## src/rtl/pwm_deadtime.sv

```systemverilog
// pwm_deadtime: complementary gate drive with programmable dead bands, enable gating and latched fault.
module pwm_deadtime #(
  parameter int DT_W = 8
) (
  input  logic            clk,
  input  logic            rst,
  input  logic            i_pwm,
  input  logic            i_en,
  input  logic [DT_W-1:0] i_dt_rise,
  input  logic [DT_W-1:0] i_dt_fall,
  input  logic            i_fault,
  input  logic            i_fault_clr,
  output logic            o_hi,
  output logic            o_lo,
  output logic            o_dead,
  output logic            o_fault
);
  typedef enum logic [2:0] {IDLE, LO_ON, DT_RISE, HI_ON, DT_FALL} state_t;
  state_t state_q, state_d;
  logic [DT_W-1:0] cnt_q, cnt_d;
  logic fault_q, fault_d;
  always_ff @(posedge clk or negedge rst) begin
    if (!rst) begin
      state_q <= IDLE;
      cnt_q   <= '0;
      fault_q <= 1'b0;
    end else begin
      state_q <= state_d;
      cnt_q   <= cnt_d;
      fault_q <= fault_d;
    end
  end
  // a pwm reversal inside a dead band aborts it: the opposite switch never turned on
  always_comb begin
    state_d = state_q;
    cnt_d   = cnt_q;
    fault_d = i_fault | (fault_q & ~i_fault_clr);
    if (fault_q | i_fault | ~i_en) state_d = IDLE;
    else begin
      case (state_q)
        IDLE, LO_ON: begin
          state_d = i_pwm ? DT_RISE : LO_ON;
          cnt_d   = i_pwm ? i_dt_rise : cnt_q;
        end
        DT_RISE: begin
          state_d = !i_pwm ? LO_ON : (cnt_q == '0) ? HI_ON : DT_RISE;
          cnt_d   = (i_pwm && cnt_q != '0) ? cnt_q - DT_W'(1) : cnt_q;
        end
        HI_ON: begin
          state_d = i_pwm ? HI_ON : DT_FALL;
          cnt_d   = i_pwm ? cnt_q : i_dt_fall;
        end
        DT_FALL: begin
          state_d = i_pwm ? HI_ON : (cnt_q == '0) ? LO_ON : DT_FALL;
          cnt_d   = (!i_pwm && cnt_q != '0) ? cnt_q - DT_W'(1) : cnt_q;
        end
        default: state_d = IDLE;
      endcase
    end
  end
  assign o_hi    = (state_q == HI_ON);
  assign o_lo    = (state_q == LO_ON);
  assign o_dead  = (state_q == DT_RISE) || (state_q == DT_FALL);
  assign o_fault = fault_q;
endmodule

```

## config.mk

```make
export PLATFORM = sky130hd
export DESIGN_NAME = pwm_deadtime
export DESIGN_NICKNAME = d
export VERILOG_FILES = /design/src/rtl/pwm_deadtime.sv
export SDC_FILE = /design/constraint.sdc
export NUM_CORES = 1
export LEC_CHECK = 0
export ABC_CLOCK_PERIOD_IN_PS = 2600
export CAP_MARGIN = 20
export CORE_MARGIN = 2
export CORE_UTILIZATION = 49
export DETAILED_ROUTE_END_ITERATION = 12
export GPL_TIMING_DRIVEN = 0
export HOLD_SLACK_MARGIN = 0.12
export PLACE_DENSITY = 0.85
export SLEW_MARGIN = 20
export SYNTH_ARGS = -nofsm -noshare
export SYNTH_HDL_FRONTEND = slang
export SYNTH_SLANG_ARGS = --single-unit
```

## constraint.sdc

```tcl
create_clock -name clk -period 2.6 [get_ports clk]
set_input_delay 0.26 -clock clk [delete_from_list [all_inputs] [get_ports clk]]
set_output_delay 0.26 -clock clk [all_outputs]
set_load 0.005 [all_outputs]
```

== Word-level counts from Yosys, hierarchy flattened ==
Cells that the tools add are included.

* $add $sub $neg: 1
* Multipliers: 0
* Div/mod/pow operators: 0
* Order comparisons: 0
* Eq/ne operators: 8
* Shift operators: 0
* Multiplexer cells: 13
* Bitwise gates (word level): 7
* Reductions and logical operators: 10

{| class="wikitable"
|+ Operator list
! cell !! count
|-
| two-way mux 8 bit || 4
|-
| one-hot mux 8 bit (4 select lines) || 1
|-
| two-way mux 3 bit || 4
|-
| one-hot mux 3 bit (4 select lines) || 1
|-
| logical NOT 8 bit || 1
|-
| != test 2 bit, second input constant || 4
|-
| nonzero test 8 bit || 1
|-
| subtractor 8 x 1 -> 8 bit, second input constant || 1
|-
| == test 3 x 2 -> 1 bit, second input constant || 2
|-
| AND reduction 6 bit || 1
|-
| two-way mux 2 bit || 2
|-
| nonzero test 4 bit || 1
|-
| == test 3 x 1 -> 1 bit, second input constant || 1
|-
| == test 3 bit, second input constant || 1
|-
| logical NOT 3 bit || 1
|-
| inverter 1 bit || 3
|-
| bitwise OR 1 bit || 3
|-
| logical AND 1 bit || 2
|-
| OR reduction 2 bit || 1
|-
| bitwise AND 1 bit || 1
|-
| logical NOT 1 bit || 1
|-
| logical OR 1 bit || 1
|-
| two-way mux 1 bit || 1
|}

* Register bits after elaboration: 12
* Latch bits: 0
* Memory bits (writable): 0
* ROM bits: 0
* Bits of input ports: 22
* Logic and storage cells: 42
* Memories kept: 0

== Longest topological paths before layout ==
Gate-level depths: netlist of the first run.

* Depth after elaboration: 5
* Gate-level depth with buffers: 7
* Mapped depth without buffers: 6

== Least setup slack after synthesis of the first run ==
No wires, ideal clock.

* Path kind: register -> register
* Start point: register state_q[1]
* End point: register cnt_q[0]
* Setup time: 0.125 ns
* Arrival: 1.737 ns
* Slack: 0.738 ns
* Stages on the path, launching flop included: 6
* Buffers on the path: 1
* Period minus slack after synthesis: 1.862 ns
* Cells stage by stage: dfrtp_1 buf_6 or3b_4 a221oi_4 o21a_4 mux2_4

* Cells in the longest elaborated chain, start to end: 4

{| class="wikitable"
|+ Ends and longest elaborated chain
! what !! line !! source
|-
| from (decl) || 19 || <nowiki>state_t state_q, state_d;</nowiki>
|-
| from (signal assigned) || 28 || <nowiki>state_q <= state_d;</nowiki>
|-
| == test 3 x 1 -> 1 bit / logical NOT 3 bit (equally long branches) || 40 || <nowiki>case (state_q)</nowiki>
|-
| OR reduction 2 bit || 40 ||
|-
| nonzero test 4 bit (no line) / != test 2 bit (equally long branches) || n/a ||
|-
| AND reduction 6 bit (no line) || n/a ||
|-
| to (signal assigned) || 29 || <nowiki>cnt_q <= cnt_d;</nowiki>
|-
| to (decl) || 20 || <nowiki>logic [DT_W-1:0] cnt_q, cnt_d;</nowiki>
|}

Parallel ways exist; a longest one is shown, timed or not.
A chain may end at the register's enable or synchronous reset.

== Worst setup path after layout of the first run ==
* Start point: register state_q[1]
* End point: output o_hi

* Cells in the longest elaborated chain, start to end: 1

{| class="wikitable"
|+ Ends and longest elaborated chain
! what !! line !! source
|-
| == test 3 x 2 -> 1 bit || 61 || <nowiki>assign o_hi = (state_q == HI_ON);</nowiki>
|-
| to (decl) || 13 || <nowiki>output logic o_hi,</nowiki>
|}

Every way passes these cells.

==> results of run 1 <==
synth_stat cells, types with 2 or more instances:
master	n
nand3_1	2
a21o_1	2
nor2b_1	6
or3b_2	2
a22o_1	2
o211ai_1	3
nand2b_1	3
o221ai_1	5
inv_1	7
clkbuf_1	5
mux2_4	2
nand4b_1	2
a221oi_1	2
nor3b_1	4
nand3b_1	2
a21oi_1	2
nor2_1	7
ha_1	2
and3b_1	3
nor3_1	2
o2bb2ai_1	2
nand2_1	8
a32o_1	2
o21ai_0	10
dfrtp_1	12
and2_1	5
cell families (layout without fill, tap and decap cells):
family          Yosys count  count (layout)  share of synthesized area
compound gates           39              39                      0.295
xor+xnor                  2               2                     0.0165
fa+ha+maj                 2               2                     0.0236
buf+inv                  15              44                     0.0649
flops                    12              12                      0.283
mux                       2               2                     0.0283
simple gates             50              50                      0.289
routing by layer:
| metal | global-route usage | up-vias | wire (um) |
|---|---|---|---|
| met5 | 0 | - | 0 |
| met4 | 0.0856 | 0 | 52 |
| met3 | 0.0238 | 8 | 156 |
| met2 | 0.434 | 55 | 1500 |
| met1 | 0.328 | 535 | 1260 |
| li1 | - | 518 | - |
cells in the final DEF, fill, tap and decap left out, types with 4 or more instances in the layout:
cell type	instances
clkdlybuf4s50_1	25
dfrtp_1	12
o21ai_0	10
nand2_1	8
inv_1	7
nor2_1	7
nor2b_1	6
clkbuf_1	5
and2_1	5
o221ai_1	5
nor3b_1	4
final cells by class:
type	instances	area (sq um)
buffer	8	42.5
inverter	7	26.3
timing repair buffer	25	250
tap	27	33.8
clock buffer	4	36.3
sequential	12	300
multi-input combinational	95	699
fill	160	613
power breakdown:
part           total (W)  switching, W  internal (W)  leakage (nW)
clock network   0.000158     0.0000732     0.0000852        0.0210
logic           0.000199     0.0000970      0.000102         0.378
registers       0.000263     0.0000434      0.000219         0.150
flip-flops by register name, indices dropped and copies added (netlist names):
register  count
o_fault       1
state_q       3
cnt_q         8
worst paths after layout:
| kind | start | to | slack [ns] | depth (start not counted) |
|---|---|---|---|---|
| setup / recovery | state_q[1] | o_hi | 0.19 | 5 |
| hold / removal | rst | cnt_q[0] | 0.34 | 1 |
| setup reg to reg | cnt_q[0] | cnt_q[0] | 0.39 | 6 |
| hold reg to reg | o_fault | o_fault | 0.51 | 1 |
| max in group asynchronous | rst | state_q[0] | 1.87 | 1 |
| min in group clk | o_fault | o_fault | 0.51 | 1 |
timing repair:
item / CTS / global route
hold buffers: 0 / 0
endpoints found under the hold margin: 0 / 0
setup endpoints to repair: 0 / 1
gates resized for setup: 0 / 1
through the flow:
stage | instances | power [W] | area [sq um] | hold WS (ns)
after floorplan | 122 | 0.000376 | 1060 | -0.0356
after global placement | 174 | 0.000448 | 1350 | 0.484
after detailed placement | 174 | 0.000458 | 1350 | 0.507
after CTS | 178 | 0.000615 | 1380 | 0.360
after global routing | 178 | 0.000655 | 1390 | 0.387
final | 178 | 0.000621 | 1390 | 0.340
==> results.cfg, run 1 <==
[die]
die_area_sq_mm = 0.00255
core_sq_mm = 0.00200
start_util = 0.530
die_w_um = 50.5
die-height_um = 50.5
boundaryPins = 26
std_cell_rows = 16

[final_layout]
diodes = 0
drive_gt1_frac = 0.106
final_nets = 176
area_growth_pct = 30.9
final_util = 0.694

[clock_tree]
clock_path_buffers = 2
cts.sinks = 12
cts_tree = done
root_buffer = clkbuf_4
post_cts_buffers = 0
clk-insertion-delay-late_ns = 0.28
clk_pin_slew_worst_paths_ns = 0.09
cts_inserted_buffers = 3
htreeDepth = 1

[sta]
finClkSkew_ns = 0.00960
fmax_mhz = 416
setup_viol = 0
fin_crit_ns = 2.41
rsz0062_at_grt = no
finalCritPeriodShare = 0.925
slew_headroom = 0.451
setup_slack_ns = 0.194
finalHoldViolCount = 0
setup_tns_ns = 0
tightest_slew_ns = 0.816
finalMaxSlewViolations = 0

[global_route]
grt_pass1_vias = 1046
antenna_found_initial = 0
track_usage = 0.251
grt_pass1_wl_um = 4910
grt_max_degree = 13
grt_overflow = 0

[flow_run]
cap_violations = 0

[yosys]
mappedNetlistArea_sq_mm = 0.00106
synth-edff-count = 0
synth-main-ff-cell = dfrtp_1
ys_types = 44
yosys_warnings = 0
synth-seq-cells = 12
syn_avg_cell_area_sq_um = 8.70
async_reset_ff_frac = 1.00
synthTopCellsByArea = dfrtp_1 (28%), o21ai_0 (4.7%), o221ai_1 (4.1%)
netlist.area_leader.share = 0.283
yosysSeqAreaShare = 0.283
yosysTopAreaCell = dfrtp_1
postSynthCellCount = 122
synth_nets = 146

[route]
via_count = 1116
first_pass_iters = 4
ant_nets = 0
drc = 0
wl_um = 2970
wl_per_cell_um = 16.7
viasPerCell = 6.27
drtIter0Drc = 36

[power]
vdd.ir_drop.worst_v = 0.000231
p_leak_nw = 0.549
p_per_area_mw_per_mm2 = 447

[worst_setup_path]
cp_max_fo = 10
crit_buf_inv = 4
crit_required_ns = 2.34
end_kind = primary output
cp_common_cell = clkbuf_1
slowest_stage = clkdlybuf4s50_1
crit_chain = buf_6 > clkbuf_1 > clkbuf_1 > and2_1 > clkdlybuf4s50_1
startpoint_type = flop
worstSetupPathType = reg -> out
max_stage_delay_ns = 0.50
critPathTopFamily = buffers and inverters
arrival_ns = 2.15

[placed_design]
dp_hpwl_um = 2210
place_congestion = 0.935
post-place-ws_ns = 0.265
io_buffers = 25

[status]
outcome = complete, no violations

[worst_hold_path]
hold_path.class = in -> async
Note: power is estimated with default switching activity, not from simulation.
==> run 2: changes to the inputs <==
--- a/config.mk
+++ b/config.mk
@@ -6,7 +6,6 @@
 export NUM_CORES = 1
 export LEC_CHECK = 0
 export ABC_CLOCK_PERIOD_IN_PS = 2600
-export CAP_MARGIN = 20
 export CORE_MARGIN = 2
 export CORE_UTILIZATION = 49
 export DETAILED_ROUTE_END_ITERATION = 12
==> constraint.sdc (replaced) <==
create_clock -name clk -period 2.6 [get_ports clk]
set_input_delay 0.26 -clock clk [delete_from_list [all_inputs] [get_ports clk]]
set_output_delay 0.26 -clock clk [all_outputs]
set_load 0.05 [all_outputs]
==> run 2 against run 1 <==
Against the previous run:
- via count stayed put
- utilization decreased by 0.19 points
- non-clock buffer count unchanged
- flip-flop and latch count unchanged
- worst setup slack got worse by 0.025 ns
- register-to-register slack hardly changed
- clock power about the same
- sequential share of layout area rose by 0.059 points
- sequential power barely moved
- die area did not move
- critical path type unchanged
- critical endpoint unchanged
- largest cell class unchanged
==> results.cfg, run 2 (same netlist as run 1, synthesis figures left out) <==
[clock_tree]
cts_tree = done
clock_path_buffers = 2
post_cts_buffers = 0
cts_inserted_buffers = 3
root_buffer = clkbuf_4
cts.sinks = 12
clk-insertion-delay-late_ns = 0.28
htreeDepth = 1
clk_pin_slew_worst_paths_ns = 0.09

[route]
first_pass_iters = 4
viasPerCell = 6.27
via_count = 1116
wl_um = 2970
ant_nets = 0
drtIter0Drc = 36
wl_per_cell_um = 16.7
drc = 0

[worst_setup_path]
r2r_end = cnt_q[0]
end_kind = primary output
worstSetupPathType = reg -> out
crit_end = o_hi
reg2reg_depth = 6
startpoint_type = flop
crit_start = state_q[1]
arrival_ns = 2.17
crit_required_ns = 2.34
cp_max_fo = 10
r2r_setup_slack_ns = 0.39
worstReg2RegStart = cnt_q[0]

[flow_run]
cap_violations = 0

[placed_design]
dp_hpwl_um = 2210
dp.cells = 174
place_congestion = 0.935
io_buffers = 25

[die]
std_cell_rows = 16
start_util = 0.530
boundaryPins = 26
die_area_sq_mm = 0.00255
die-height_um = 50.5
core_sq_mm = 0.00200
die_w_um = 50.5

[power]
vdd.ir_drop.worst_v = 0.000232
finalPower_w = 0.000626
p_per_area_mw_per_mm2 = 452
seqPwrFrac = 0.419
internal_power_w = 0.000406
p_leak_nw = 0.563
p_comb_frac = 0.328
sw_frac_of_total = 0.351
p_clk_frac = 0.253
p_switching_w = 0.000220

[sta]
finalCritPeriodShare = 0.935
setup_viol = 0
finalHoldViolCount = 0
hold-worst-slack_ns = 0.340
tightest_slew_ns = 0.816
fmax_mhz = 411
fin_crit_ns = 2.43
finClkSkew_ns = 0.00960
finalMaxSlewViolations = 0
setup_tns_ns = 0
slew_headroom = 0.451
rsz0062_at_grt = no

[final_layout]
diodes = 0
mostFrequentLayoutCells = clkdlybuf4s50_1 (22), dfrtp_1 (12), o21ai_0 (10)
area_growth_pct = 30.5
drive_gt1_frac = 0.106
largest-register = cnt_q
final_nets = 176
final_common_cell = clkdlybuf4s50_1
largest_register_ffs = 8
instances_no_fill = 178

[global_route]
grt_overflow = 0
grt_pass1_wl_um = 4910
grt_max_degree = 13
grt_pass1_vias = 1046
track_usage = 0.251
antenna_found_initial = 0

[status]
outcome = complete, no violations

[worst_hold_path]
hold_path.class = in -> async
## run 2: changes by cell type in the layout (fill, tap and decap cells not counted)
cell / previous run / this run
clkdlybuf4s50_1: 25 / 22
dlygate4sd2_1: 0 / 3
## run 2: final cells by class
| cell class | instances | area (sq um) |
|---|---|---|
| Multi-Input combinational cell | 95 | 699 |
| Fill cell | 162 | 617 |
| Sequential cell | 12 | 300 |
| Timing Repair Buffer | 25 | 246 |
| Buffer | 8 | 42.5 |
| Clock buffer | 4 | 36.3 |
| Tap cell | 27 | 33.8 |
| Inverter | 7 | 26.3 |
## run 2: through the flow
step	util	worst slack, ns	cell area, sq um
global placement	0.672	0.175	1350
floorplan	-	0.636	1060
CTS	0.688	0.112	1380
global route	0.692	0.00794	1390
finish	0.692	0.170	1390
detailed placement	0.672	0.140	1350
## run 2: worst min-delay path by stage
stage | start | to | slack, ns
after detailed placement | o_fault | o_fault | 0.51
final | rst | cnt_q[0] | 0.34
after floorplan | rst | cnt_q[0] | -0.04
after CTS | rst | cnt_q[1] | 0.36
after global routing | rst | cnt_q[1] | 0.39
after global placement | o_fault | o_fault | 0.48
## run 2: critical path, stage by stage, from the launching register on
cell and delay, ns:
dfrtp_1 0.35, buf_6 0.13, clkbuf_1 0.31, clkbuf_1 0.35, and2_1 0.21, dlygate4sd2_1 0.53
## run 2: repair_timing
| action | CTS | global route |
|---|---|---|
| gates resized for setup | 3 | 1 |
| endpoints found under the hold margin | 0 | 0 |
| hold buffers | 0 | 0 |
| endpoints found under the setup margin | 3 | 1 |
## run 2: routing by layer
metal  vias to the layer above  wire length, um  GRT usage
li1                        518                -          -
met1                       535             1270      0.328
met2                        55             1500      0.434
met3                         8              152     0.0238
met4                         0               52     0.0856
met5                         -                0          0
## run 2: power by group through the flow
stage	combinational [W]	sequential [W]	clock, W
2_1_floorplan	0.000125	0.000257	0
3_3_place_gp	0.000192	0.000263	0
3_5_place_dp	0.000200	0.000264	0
4_1_cts	0.000202	0.000261	0.000157
5_1_grt	0.000224	0.000268	0.000169
6_report	0.000205	0.000263	0.000158
==> run 3: changes to the inputs <==
--- a/config.mk
+++ b/config.mk
@@ -5,7 +5,7 @@
 export SDC_FILE = /design/constraint.sdc
 export NUM_CORES = 1
 export LEC_CHECK = 0
-export ABC_CLOCK_PERIOD_IN_PS = 2600
+export ABC_CLOCK_PERIOD_IN_PS = 2300
 export CORE_MARGIN = 2
 export CORE_UTILIZATION = 49
 export DETAILED_ROUTE_END_ITERATION = 12
==> constraint.sdc (replaced) <==
create_clock -name clk -period 2.3 [get_ports clk]
set_input_delay 0.23 -clock clk [delete_from_list [all_inputs] [get_ports clk]]
set_output_delay 0.23 -clock clk [all_outputs]
set_load 0.05 [all_outputs]
==> run 3 against run 2 <==
Against the previous run:
- clock power rose by 11%
- power rose by 12%
- non-clock buffer count down 1
- via count down 2.0%
- wire length shrank 0.88%
- combinational power up 12%
- critical endpoint is now cnt_q[0]
- critical path depth grew 1
- worst hold slack worse by 0.018 ns
==> results.cfg, run 3 (same netlist as run 1, synthesis figures left out) <==
[status]
outcome = complete, no violations

[sta]
setup_slack_ns = 0.108
setup_tns_ns = 0
finClkSkew_ns = 0.00219
finalMaxSlewViolations = 0
finalCritPeriodShare = 0.953
finalHoldViolCount = 0
fmax_mhz = 456
fin_crit_ns = 2.19
tightest_slew_ns = 0.815
slew_headroom = 0.451
rsz0062_at_grt = no
setup_viol = 0

[global_route]
grt_overflow = 0
track_usage = 0.254
grt_pass1_vias = 1050
antenna_found_initial = 0
grt_max_degree = 13
grt_pass1_wl_um = 4960

[route]
ant_nets = 0
viasPerCell = 6.18
wl_um = 2940
wl_per_cell_um = 16.6
drtIter0Drc = 27
via_count = 1094
drc = 0
first_pass_iters = 4

[final_layout]
largest-register = cnt_q
final_util = 0.690
drive_gt1_frac = 0.127
largest_register_ffs = 8
area_growth_pct = 30.2
instances_no_fill = 177
fillers = 165
final_nets = 175
mostFrequentLayoutCells = clkdlybuf4s50_1 (22), dfrtp_1 (12), o21ai_0 (10)
diodes = 0
final_common_cell = clkdlybuf4s50_1

[worst_setup_path]
worstSetupPathType = reg -> reg
cp_max_fo = 8
max_stage_delay_ns = 0.55
crit_chain = inv_1 > ha_1 > nor3b_1 > a221oi_4 > o21a_4 > mux2_4
slowest_stage = nor3b_1
crit_buf_inv = 1
crit_required_ns = 2.46
end_kind = flop
critPathTopFamily = simple AND/OR/NAND/NOR gates
arrival_ns = 2.35
startpoint_type = flop

[clock_tree]
cts_inserted_buffers = 3
post_cts_buffers = 0
cts_tree = done
clk_pin_slew_worst_paths_ns = 0.09
clk-insertion-delay-late_ns = 0.27
clock_path_buffers = 2
htreeDepth = 1
cts.sinks = 12
root_buffer = clkbuf_4

[power]
p_per_area_mw_per_mm2 = 508
finalPower_w = 0.000702
vdd.ir_drop.worst_v = 0.000264
p_leak_nw = 0.557

[die]
std_cell_rows = 16
core_sq_mm = 0.00200
start_util = 0.530
die_w_um = 50.5
die_area_sq_mm = 0.00255
die-height_um = 50.5
boundaryPins = 26

[placed_design]
dp_hpwl_um = 2210
post-place-ws_ns = -0.130
dp.cells = 174
place_congestion = 0.935
io_buffers = 25

[flow_run]
cap_violations = 0

[worst_hold_path]
hold_path.class = in -> async
## run 3: cell count changes in the layout (fill, tap and decap cells not counted), sizes merged
cell,delta
dlygate4sd2,-2
clkdlybuf4s15,+1
## run 3: layer usage
layer	part of all wire	global-route usage	vias to the layer above
met2	0.53	0.441	53
met1	0.40	0.333	521
met3	0.063	0.0208	2
met4	0.0024	0.0811	0
met5	0	0	-
li1	-	-	518
## run 3: final timing paths
path,start,cells after the start,end,slack [ns]
hold / removal,rst,1,o_fault,0.32
min in group clk,o_fault,1,o_fault,0.52
setup / recovery,cnt_q[0],6,cnt_q[0],0.11
max in group asynchronous,rst,1,cnt_q[7],1.60
hold reg to reg,o_fault,1,o_fault,0.52
setup reg to reg,cnt_q[0],6,cnt_q[0],0.11
## run 3: final cells by class
| type | count | area [sq um] | area share |
|---|---|---|---|
| multi-input cells | 95 | 699 | 0.506 |
| flip-flops and latches | 12 | 300 | 0.217 |
| repair buffers | 25 | 245 | 0.178 |
| plain buffers | 7 | 40.0 | 0.0290 |
| clock buffers | 4 | 36.3 | 0.0263 |
| well taps | 27 | 33.8 | 0.0245 |
| inverters | 7 | 26.3 | 0.0190 |
## run 3: per-stage QoR
stage / instance area (sq um) / hold slack [ns]
2_1_floorplan: 1060 / -0.0656
3_3_place_gp: 1350 / 0.484
3_5_place_dp: 1350 / 0.507
4_1_cts: 1390 / 0.330
5_1_grt: 1380 / 0.359
6_report: 1380 / 0.322
## run 3: power breakdown
group	switching (W)	internal [W]	leakage, nW
logic	0.000115	0.000115	0.386
clock network	0.0000789	0.0000961	0.0210
registers	0.0000490	0.000248	0.150
total	0.000243	0.000459	0.557
## run 3: timing repair
item	4_1_cts	5_1_grt
resized for setup	7	2
hold buffers	0	0
setup endpoints to repair	3	2
## run 3: worst reg2reg max path: cells and delay by family, from the launching register on
| family | cells | cell delay, ns |
|---|---|---|
| adders and majority gates | 1 | 0.16 |
| and+or+nand+nor | 1 | 0.55 |
| DFF | 1 | 0.44 |
| buffers and inverters | 1 | 0.11 |
| AOI/OAI and AO/OA | 2 | 0.52 |
| muxes | 1 | 0.31 |
